`src/rtl/countdown_timer_ctrl_pkg.sv`:
```
// rtl/countdown_timer_ctrl_pkg.sv - shared types and defaults for the countdown timer controller
package countdown_timer_ctrl_pkg;

  localparam int DATAWIDTH_DEF = 4;

  typedef enum logic [2:0] {
    S_IDLE  = 3'd0,
    S_LOAD  = 3'd1,
    S_RUN   = 3'd2,
    S_PAUSE = 3'd3,
    S_DONE  = 3'd4
  } state_t;

  function automatic logic is_busy(input state_t s);
    return (s == S_LOAD) || (s == S_RUN) || (s == S_PAUSE);
  endfunction

endpackage

```
`src/rtl/countdown_timer_ctrl_tick_divider.sv`:
```
// rtl/countdown_timer_ctrl_tick_divider.sv - prescaler producing a registered one-cycle tick
module tick_divider #(
  parameter int PRESCALE = 1000
) (
  input  logic clk,
  input  logic rst,
  input  logic en,
  input  logic clr,
  output logic tick
);

  localparam int W = $clog2(PRESCALE);
  localparam logic [W-1:0] LAST = W'(PRESCALE - 1);

  logic [W-1:0] count;

  // tick is registered on the wrap edge so it appears on the cycle after the last count
  always_ff @(posedge clk or negedge rst) begin
    if (!rst) begin
      count <= '0;
      tick  <= 1'b0;
    end else if (clr) begin
      count <= '0;
      tick  <= 1'b0;
    end else if (en) begin
      if (count == LAST) begin
        count <= '0;
        tick  <= 1'b1;
      end else begin
        count <= count + W'(1);
        tick  <= 1'b0;
      end
    end else begin
      tick <= 1'b0;
    end
  end

endmodule

```
`src/rtl/countdown_timer_ctrl.sv`:
```
// rtl/countdown_timer_ctrl.sv - timer FSM driving an external loadable up/down counter
module countdown_timer_ctrl
  import countdown_timer_ctrl_pkg::*;
#(
  parameter int DATAWIDTH = DATAWIDTH_DEF,
  parameter int PRESCALE  = 1000
) (
  input  logic                 clk,
  input  logic                 rst,
  input  logic                 start,
  input  logic                 pause,
  input  logic                 clear,
  input  logic                 mode_down,
  input  logic [DATAWIDTH-1:0] preset,
  input  logic [DATAWIDTH-1:0] cnt_value,
  output logic                 cnt_load,
  output logic [DATAWIDTH-1:0] cnt_load_value,
  output logic                 cnt_down,
  output logic                 cnt_step,
  output logic                 busy,
  output logic                 done
);

  state_t               state;
  logic [DATAWIDTH-1:0] cap_preset;
  logic                 cap_down;
  logic                 capture;
  logic                 at_target;
  logic                 presc_en;
  logic                 presc_clr;

  assign capture   = ((state == S_IDLE) || (state == S_DONE)) && start && !clear;
  assign at_target = (cnt_value == (cap_down ? '0 : cap_preset));
  assign presc_clr = clear || capture;
  // The LOAD cycle counts toward the first period so the first step lands PRESCALE cycles after LOAD
  assign presc_en  = (state == S_LOAD) || ((state == S_RUN) && !at_target && !pause);
  assign cnt_down  = cap_down;

  tick_divider #(
    .PRESCALE(PRESCALE)
  ) u_tick_divider (
    .clk (clk),
    .rst (rst),
    .en  (presc_en),
    .clr (presc_clr),
    .tick(cnt_step)
  );

  always_ff @(posedge clk or negedge rst) begin
    if (!rst) begin
      state          <= S_IDLE;
      cap_preset     <= '0;
      cap_down       <= 1'b0;
      cnt_load       <= 1'b0;
      cnt_load_value <= '0;
      busy           <= 1'b0;
      done           <= 1'b0;
    end else begin
      cnt_load <= 1'b0;
      if (clear) begin
        state <= S_IDLE;
        busy  <= 1'b0;
        done  <= 1'b0;
      end else begin
        case (state)
          S_IDLE, S_DONE: begin
            if (start) begin
              state          <= S_LOAD;
              cap_preset     <= preset;
              cap_down       <= mode_down;
              cnt_load_value <= mode_down ? preset : '0;
              cnt_load       <= 1'b1;
              busy           <= 1'b1;
              done           <= 1'b0;
            end
          end
          S_LOAD: begin
            state <= S_RUN;
          end
          S_RUN: begin
            if (at_target) begin
              state <= S_DONE;
              busy  <= 1'b0;
              done  <= 1'b1;
            end else if (pause) begin
              state <= S_PAUSE;
            end
          end
          S_PAUSE: begin
            if (!pause) state <= S_RUN;
          end
          default: begin
            state <= S_IDLE;
            busy  <= 1'b0;
            done  <= 1'b0;
          end
        endcase
      end
    end
  end

endmodule
```
`config.mk`:
```
export PLATFORM = sky130hd
export DESIGN_NAME = countdown_timer_ctrl
export DESIGN_NICKNAME = d
export VERILOG_FILES = /design/src/rtl/countdown_timer_ctrl_pkg.sv /design/src/rtl/countdown_timer_ctrl_tick_divider.sv /design/src/rtl/countdown_timer_ctrl.sv
export SDC_FILE = /design/constraint.sdc
export NUM_CORES = 1
export LEC_CHECK = 0
export CELL_PAD_IN_SITES_DETAIL_PLACEMENT = 0
export CELL_PAD_IN_SITES_GLOBAL_PLACEMENT = 1
export CORE_MARGIN = 1
export CORE_UTILIZATION = 35
export DETAILED_ROUTE_END_ITERATION = 6
export PLACE_DENSITY_LB_ADDON = 0.1
export SLEW_MARGIN = 5
export SYNTH_ARGS = -nofsm -noshare
export SYNTH_HDL_FRONTEND = slang
export SYNTH_HIERARCHICAL = 1
export SYNTH_SLANG_ARGS = --single-unit
```
`constraint.sdc`:
```
create_clock -name clk -period 3.3 [get_ports clk]
set_clock_uncertainty 0.1 [all_clocks]
set_input_delay 0.825 -clock clk [delete_from_list [all_inputs] [get_ports clk]]
set_output_delay 0.825 -clock clk [all_outputs]
set_load 0.02 [all_outputs]
```
==> impl_metrics.yaml, run 1 <==
run_status:
  status: "finished, final reports clean"
clock_tree:
  cts_sinks: 26
  cts_root_buf: "clkbuf_8"
  numCtsBuffers: 3
  cts_tree: "yes"
  cts_resized: 0
  cts_setup_buffers: 0
  clk_latency_ps: 260
  cts_buffer_depth: 2
  ctsHoldBuffers: 0
  clk_pin_slew_ps: 80
  cts_max_level: 1
floorplan:
  initial_core_util: 0.363
  row_count: 22
  die-area_um2: 4050
  die_h_um: 63.6
  io_pins: 23
  die_w_um: 63.6
  core_area_um2: 3660
timing:
  hold_viol_final: 0
  post-route-min-period_ps: 2810
  slew_headroom: 0.647
  period_share: 0.852
  worst_slew_pin_slew_ps: 530
  timing.final.max_slew_violations: 0
  rsz0062_at_grt: "no"
  setup_tns_ps: 0
  setup_viol: 0
  fmax_ghz: 0.356
grt:
  track_usage: 0.145
  grt_pass1_vias: 996
  grt_start_max_net_pins: 27
  grt_overflow: 0
  antenna_found_initial: 0
  grt_first_pass_wirelength_mm: 4.64
synthesis:
  synth.distinct_cells: 38
  synthesis.nets: 147
  syn-cell-area_um2: 1330
  synth_area_leaders: "dfrtp_1 (49%), mux2_2 (5.1%), nand2_1 (4.5%), o21ai_0 (4.1%), nor2_1 (4.0%)"
  ys_seq_area_frac: 0.489
  postSynthAreaPerCell_um2: 10.1
  yosys.area.top_type: "dfrtp_1"
  synth_top_area_frac: 0.489
  ys_ff_latch: 26
  yosysWarnings: 6
  syn_inst: 132
power:
  power_leakage_nw: 0.652
  power.total_mw: 0.765
  ir_worst_vdd_mv: 0.372
  power_density_nw_per_um2: 458
layout:
  drive_gt1_frac: 0.126
  area_delta_synth_final_pct: 25.7
  n_fill_cell: 363
  final_common_cell: "dfrtp_1"
  final_cell_mix: "dfrtp_1 (26), clkdlybuf4s50_1 (22), nand2_1 (16)"
  fin_cells: 207
  postLayoutCellArea_um2: 1670
  final_net_count: 176
  fin_util: 0.457
  antenna_cells: 0
setup_path:
  critPathCaptureType: "register"
  crit_required_ps: 3350
  start_kind: "input port"
  worst-path-max-fanout: 8
  cp_data_arrival_time_ps: 2860
  critPathKind: "in -> reg"
placed_design:
  post-dp-hpwl_mm: 1.99
  place_inst: 204
  gp_congestion: 0.774
  placed_cell_area_um2: 1630
  portBuffers: 22
run:
  drv_cap: 0
detailed_routing:
  vias: 1069
  drt-total-wl_mm: 2.66
  drt_iter0_markers: 24
  vias_per_cell: 5.16
  wl_per_cell_um: 12.8
  ant_nets: 0
  drt_first_pass_iters: 5
  drc: 0
min_path:
  hold_path.class: "reg -> reg"
logic make-up (layout without fill, tap and decap cells):
| kind of cell | after synthesis | count (layout) | share of synthesized area |
|---|---|---|---|
| adder cells (fa/ha/maj) | 1 | 1 | 0.00941 |
| multiplexers | 7 | 7 | 0.0583 |
| AND/OR/NAND/NOR | 56 | 56 | 0.216 |
| buffers and inverters | 7 | 34 | 0.0216 |
| XOR/XNOR | 6 | 6 | 0.0395 |
| flip-flops | 26 | 26 | 0.489 |
| AO/OA/AOI/OAI | 29 | 29 | 0.166 |
stage by stage:
step,worst slack [ps],hold WS (ps)
global route,321,427
detailed placement,181,371
global placement,270,366
floorplan,534,408
CTS,469,391
finish,488,384
report_power, final:
part / leakage [nW] / switching [mW] / internal [mW] / total, mW
Combinational: 0.286 / 0.0939 / 0.104 / 0.198
Clock: 0.0216 / 0.0931 / 0.0816 / 0.175
Sequential: 0.345 / 0.0365 / 0.355 / 0.392
Total: 0.652 / 0.224 / 0.542 / 0.765
critical path, cell delays in order:
cell and delay, ps:
clkdlybuf4s50_1 520, nand2_1 70, or4_4 410, a32oi_2 250
o32ai_1 150, o211ai_1 170, buf_4 170, nor4_1 50
mux2i_1 140, o22ai_1 90
layout make-up:
type / count / area, um^2 / share of cell area
clock buffer: 3 / 41.3 / 0.0247
inverter: 5 / 18.8 / 0.0112
multi-input combinational: 99 / 651 / 0.389
sequential: 26 / 651 / 0.389
tap: 48 / 60.1 / 0.0359
timing repair buffer: 26 / 250 / 0.150
sequential cells by signal (all words and copies together), names as in the netlist:
| name | flops |
|---|---|
| done | 1 |
| busy | 1 |
| u_tick_divider/count | 10 |
| state | 3 |
| cnt_load | 1 |
| cnt_down | 1 |
| cap_preset | 4 |
| u_tick_divider/tick | 1 |
| cnt_load_value | 4 |
cells in the mapped netlist:
library cell	n
o31ai_4	2
o22a_1	1
or4_4	1
o211ai_1	1
nor2b_1	1
nand3_1	6
nand4_1	2
nor4bb_1	1
a311oi_1	1
dfrtp_1	26
nor4_1	2
mux2_2	6
a21oi_1	4
nand4b_1	1
nand3b_1	1
o32ai_1	1
nor2_1	14
o21ai_0	11
nor3_1	3
nand4bb_1	1
xor2_1	3
ha_1	1
or3b_4	1
nand2b_1	2
mux2i_1	1
o22ai_1	2
or2_2	1
or3_1	2
buf_2	2
a2bb2oi_1	1
xnor2_1	3
or3_2	1
o31ai_1	1
inv_1	5
nand2_1	16
a31o_1	2
a32oi_2	1
a31oi_1	1
path summary, 6_finish.rpt:
kind                                               start                                  end  slack (ps)  cells past startpoint
setup / recovery                            cnt_value[3]  u_tick_divider/count[9]$_DFFE_PN0P_         490                     10
hold / removal             cnt_load_value[0]$_DFFE_PN0P_        cnt_load_value[0]$_DFFE_PN0P_         380                      2
setup reg to reg                    cnt_down$_DFFE_PN0P_  u_tick_divider/count[9]$_DFFE_PN0P_        1060                      8
hold reg to reg            cnt_load_value[0]$_DFFE_PN0P_        cnt_load_value[0]$_DFFE_PN0P_         380                      2
max in group asynchronous                            rst        cnt_load_value[2]$_DFFE_PN0P_        2010                      2
min in group asynchronous                            rst            cap_preset[1]$_DFFE_PN0P_         830                      2
metal layers:
| layer | wire [um] | track usage |
|---|---|---|
| met1 | 1300 | 0.202 |
| met5 | 0 | 0 |
| met4 | 22 | 0.0341 |
| met3 | 106 | 0.0399 |
| met2 | 1230 | 0.222 |
Power figures use the tool's default switching activity.
==> run 2, diff against run 1 <==
- CAP_MARGIN: default -> 20
- CTS_BUF_LIST: default -> sky130_fd_sc_hd__clkbuf_16
- clock period: 3.3 -> 3.55 ns (I/O delays scaled with it)
==> impl_metrics.yaml, run 2 (same netlist as run 1, synthesis figures left out) <==
setup_path:
  critical_path.startpoint: "cnt_value[3]"
  critPathKind: "in -> reg"
  r2r_slack_ps: 1140
  worst-path-max-fanout: 8
  cp_data_arrival_time_ps: 3090
  start_kind: "input port"
  cp-endpoint: "u_tick_divider/count[9]$_DFFE_PN0P_"
  crit_required_ps: 3580
  critPathCaptureType: "register"
  r2r_start: "cnt_down$_DFFE_PN0P_"
  r2r-end: "u_tick_divider/count[9]$_DFFE_PN0P_"
  r2r_cells: 7
clock_tree:
  cts_resized: 0
  cts_setup_buffers: 0
  ctsHoldBuffers: 0
  cts_root_buf: "clkbuf_16"
  clk_pin_slew_ps: 70
  cts_buffer_depth: 2
  cts_tree: "yes"
  cts_sinks: 26
  clk_latency_ps: 260
  cts_max_level: 1
  numCtsBuffers: 3
timing:
  fmax_ghz: 0.327
  rsz0062_at_grt: "no"
  slew_headroom: 0.643
  hold_viol_final: 0
  timing.final.max_slew_violations: 0
  setup_tns_ps: 0
  post-route-min-period_ps: 3050
  period_share: 0.860
  setup_viol: 0
  worst_slew_pin_slew_ps: 533
grt:
  grt_start_max_net_pins: 27
  track_usage: 0.150
  grt_first_pass_wirelength_mm: 4.69
  grt_overflow: 0
  grt_pass1_vias: 1030
  antenna_found_initial: 0
layout:
  final_net_count: 175
  postLayoutCellArea_um2: 1730
  final_cell_mix: "dfrtp_1 (26), clkdlybuf4s50_1 (22), nand2_1 (16)"
  drive_gt1_frac: 0.126
  seqCellArea_um2: 651
  regMostFlops: "u_tick_divider/count"
  area_delta_synth_final_pct: 29.9
  multiInputGateArea_um2: 651
  largest_reg_flops: 10
  n_fill_cell: 350
  top_regs: "u_tick_divider/count (10), cap_preset (4), cnt_load_value (4)"
  antenna_cells: 0
  final_common_cell: "dfrtp_1"
run:
  drv_cap: 0
floorplan:
  die_w_um: 63.6
  io_pins: 23
  initial_core_util: 0.363
  row_count: 22
  die_h_um: 63.6
  core_area_um2: 3660
  die-area_um2: 4050
power:
  power.total_mw: 0.878
  ir_worst_vdd_mv: 0.239
  power_leakage_nw: 0.678
  power_density_nw_per_um2: 508
detailed_routing:
  drc: 0
  drt_first_pass_iters: 4
  vias: 1064
  wl_per_cell_um: 13.1
  ant_nets: 0
  vias_per_cell: 5.14
  drt_iter0_markers: 38
  drt-total-wl_mm: 2.72
placed_design:
  portBuffers: 22
  post-dp-hpwl_mm: 2.04
  gp_congestion: 0.757
  placed_cell_area_um2: 1620
min_path:
  hold_path.class: "reg -> reg"
run_status:
  status: "finished, final reports clean"
-- run 2: final cells by class --
| type | instances | share of cell area |
|---|---|---|
| multi-input combinational | 99 | 0.377 |
| timing repair buffer | 25 | 0.140 |
| sequential | 26 | 0.377 |
| tap | 48 | 0.0348 |
| inverter | 5 | 0.0109 |
| clock buffer | 3 | 0.0434 |
| clock inverter | 1 | 0.0174 |
-- run 2: routing by layer --
layer  global-route usage  wire (um)  up-vias
met3               0.0380         79        2
met4               0.0426         24        0
met1                0.197       1320      509
met5                    0          0        -
met2                0.241       1290       18
li1                     -          -      535
-- run 2: worst max-delay path: stages --
cell             delay, ps
clkdlybuf4s50_1        510
nand2_1                 70
or4_4                  410
a32oi_2                230
o32ai_1                150
o211ai_1               470
nor4_1                  90
mux2i_1                150
o22ai_1                100
-- run 2: power by group --
part | internal [mW] | switching [mW] | total, mW
clock | 0.224 | 0.102 | 0.326
combinational | 0.0972 | 0.0899 | 0.187
sequential | 0.331 | 0.0341 | 0.365
-- run 2: worst min path at each step --
stage | from | to | slack (ps) | cells after the start
finish | cnt_load_value[0]$_DFFE_PN0P_ | cnt_load_value[0]$_DFFE_PN0P_ | 380 | 2
global route | cnt_load_value[2]$_DFFE_PN0P_ | cnt_load_value[2]$_DFFE_PN0P_ | 440 | 2
CTS | cnt_load_value[0]$_DFFE_PN0P_ | cnt_load_value[0]$_DFFE_PN0P_ | 390 | 2
detailed placement | cnt_load_value[0]$_DFFE_PN0P_ | cnt_load_value[0]$_DFFE_PN0P_ | 370 | 2
floorplan | u_tick_divider/count[1]$_DFFE_PN0P_ | u_tick_divider/count[1]$_DFFE_PN0P_ | 410 | 2
global placement | cnt_load_value[1]$_DFFE_PN0P_ | cnt_load_value[1]$_DFFE_PN0P_ | 370 | 2
-- run 2: stage by stage --
step | utilization | std cells | worst slack (ps) | hold slack, ps
floorplan | - | 132 | 721 | 408
global placement | 0.443 | 203 | 312 | 365
detailed placement | 0.443 | 203 | 213 | 375
CTS | 0.472 | 207 | 492 | 391
global route | 0.472 | 207 | 261 | 437
finish | 0.472 | 207 | 495 | 382
==> run 3, diff against run 2 <==
--- a/constraint.sdc
+++ b/constraint.sdc
@@ -4,2 +4,2 @@
 set_output_delay 0.8875 -clock clk [all_outputs]
-set_load 0.02 [all_outputs]
+set_load 0.1 [all_outputs]
==> impl_metrics.yaml, run 3 (same netlist as run 1, synthesis figures left out) <==
run_status:
  status: "finished, final reports clean"
detailed_routing:
  ant_nets: 0
  drc: 0
  drt_first_pass_iters: 4
  vias: 1069
  vias_per_cell: 5.16
  drt-total-wl_mm: 2.76
  drt_iter0_markers: 39
  wl_per_cell_um: 13.3
clock_tree:
  clk_latency_ps: 260
  cts_sinks: 26
  ctsHoldBuffers: 0
  cts_max_level: 1
  cts_root_buf: "clkbuf_16"
  cts_tree: "yes"
  numCtsBuffers: 3
  cts_resized: 0
  cts_buffer_depth: 2
  clk_pin_slew_ps: 60
  cts_setup_buffers: 0
setup_path:
  cpLargestDelayFamily: "compound AO/OA/AOI/OAI gates"
  slowest_stage: "clkdlybuf4s50_1"
  worstPathCellList: "clkdlybuf4s50_1 -> nand2_1 -> or4_4 -> a32oi_2 -> o32ai_1 -> o211ai_1 -> nor3_1 -> xnor2_1 -> nor2_1"
  critical_path.startpoint: "cnt_value[3]"
  r2r_start: "cnt_down$_DFFE_PN0P_"
  r2r-end: "u_tick_divider/count[8]$_DFFE_PN0P_"
  critPathCaptureType: "register"
  critPathKind: "in -> reg"
  max_stage_delay_ps: 520
  cp.buffers_inverters: 1
  r2r_slack_ps: 1110
  r2r_cells: 7
  start_kind: "input port"
  worst-path-max-fanout: 8
  cp_data_arrival_time_ps: 3090
  crit_required_ps: 3580
timing:
  period_share: 0.860
  setup_tns_ps: 0
  fmax_ghz: 0.328
  timing.final.max_slew_violations: 0
  hold_viol_final: 0
  slew_headroom: 0.643
  setup_ws_ps: 497
  setup_viol: 0
  worst_slew_pin_slew_ps: 534
  post-route-min-period_ps: 3050
  rsz0062_at_grt: "no"
layout:
  drive_gt1_frac: 0.176
  area_delta_synth_final_pct: 26.2
  fin_util: 0.459
  final_cell_mix: "dfrtp_1 (26), nand2_1 (16), nor2_1 (14)"
  largest_reg_flops: 10
  antenna_cells: 0
  top_regs: "u_tick_divider/count (10), cap_preset (4), cnt_load_value (4)"
  final_common_cell: "dfrtp_1"
  regMostFlops: "u_tick_divider/count"
  final_net_count: 175
power:
  power.internal_mw: 0.573
  clock_power_share: 0.277
  pwr-share-seq: 0.411
  ir_worst_vdd_mv: 0.165
  swShare: 0.358
  switchingPower_mw: 0.319
  power_density_nw_per_um2: 531
  power_leakage_nw: 0.680
  comb_power_share: 0.312
min_path:
  worstHoldPathCells: 2
  holdPathEnd: "cnt_load_value[3]$_DFFE_PN0P_"
  hold_path.class: "reg -> reg"
  holdCritStartpoint: "cnt_load_value[3]$_DFFE_PN0P_"
placed_design:
  post-dp-hpwl_mm: 2.03
  portBuffers: 22
  gp_congestion: 0.805
  dp_slack_ps: 197
floorplan:
  row_count: 22
  die-area_um2: 4050
  io_pins: 23
  initial_core_util: 0.363
  core_area_um2: 3660
  die_w_um: 63.6
  die_h_um: 63.6
grt:
  grt_start_max_net_pins: 27
  grt_pass1_vias: 1054
  antenna_found_initial: 0
  grt_first_pass_wirelength_mm: 4.87
  grt_overflow: 0
  track_usage: 0.156
run:
  drv_cap: 0
[run 3: cell types whose count changed in the layout (fill, tap and decap cells not counted)]
cell             change
clkinv_1             +1
buf_4                +9
bufinv_16            -1
clkdlybuf4s50_1      -9
[run 3: layout make-up]
class                      count  area [um^2]
fill                         358         1980
sequential                    26          651
multi-input combinational     99          651
timing repair buffer          25          220
clock buffer                   3         75.1
tap                           48         60.1
inverter                       5         18.8
clock inverter                 1         3.75
[run 3: layer usage]
metal | vias up | GRT usage | part of all wire | wire length (um)
met5 | - | 0 | 0 | 0
met4 | 0 | 0.0625 | 0.0083 | 23
li1 | 531 | - | - | -
met2 | 21 | 0.242 | 0.47 | 1300
met1 | 515 | 0.205 | 0.48 | 1340
met3 | 2 | 0.0399 | 0.038 | 104
[run 3: through the flow]
stage	area, um^2	power (mW)	instances	hold slack, ps
after floorplan	1330	0.571	132	408
final	1680	0.892	207	386
after CTS	1680	0.905	207	391
after global routing	1680	0.939	207	413
after global placement	1600	0.647	203	368
after detailed placement	1600	0.651	203	376
[run 3: worst max-delay path by stage]
stage / end / slack (ps) / cells past startpoint
detailed placement: u_tick_divider/count[8]$_DFFE_PN0P_ / 200 / 9
finish: u_tick_divider/count[8]$_DFFE_PN0P_ / 500 / 9
floorplan: u_tick_divider/count[8]$_DFFE_PN0P_ / 650 / 7
global placement: u_tick_divider/count[8]$_DFFE_PN0P_ / 310 / 9
CTS: u_tick_divider/count[8]$_DFFE_PN0P_ / 480 / 9
global route: u_tick_divider/count[7]$_DFFE_PN0P_ / 270 / 9
[run 3: tightest hold or removal path, cell delays in order (launching register included)]
cell     delay (ps)
dfrtp_1         340
nand2_1          50
o21ai_0          60
[run 3: power by group through the flow]
stage	logic (mW)	registers, mW	clock network (mW)
after floorplan	0.0919	0.479	0
after global placement	0.277	0.370	0
after detailed placement	0.280	0.372	0
after CTS	0.281	0.366	0.259
after global routing	0.299	0.373	0.267
final	0.278	0.367	0.247
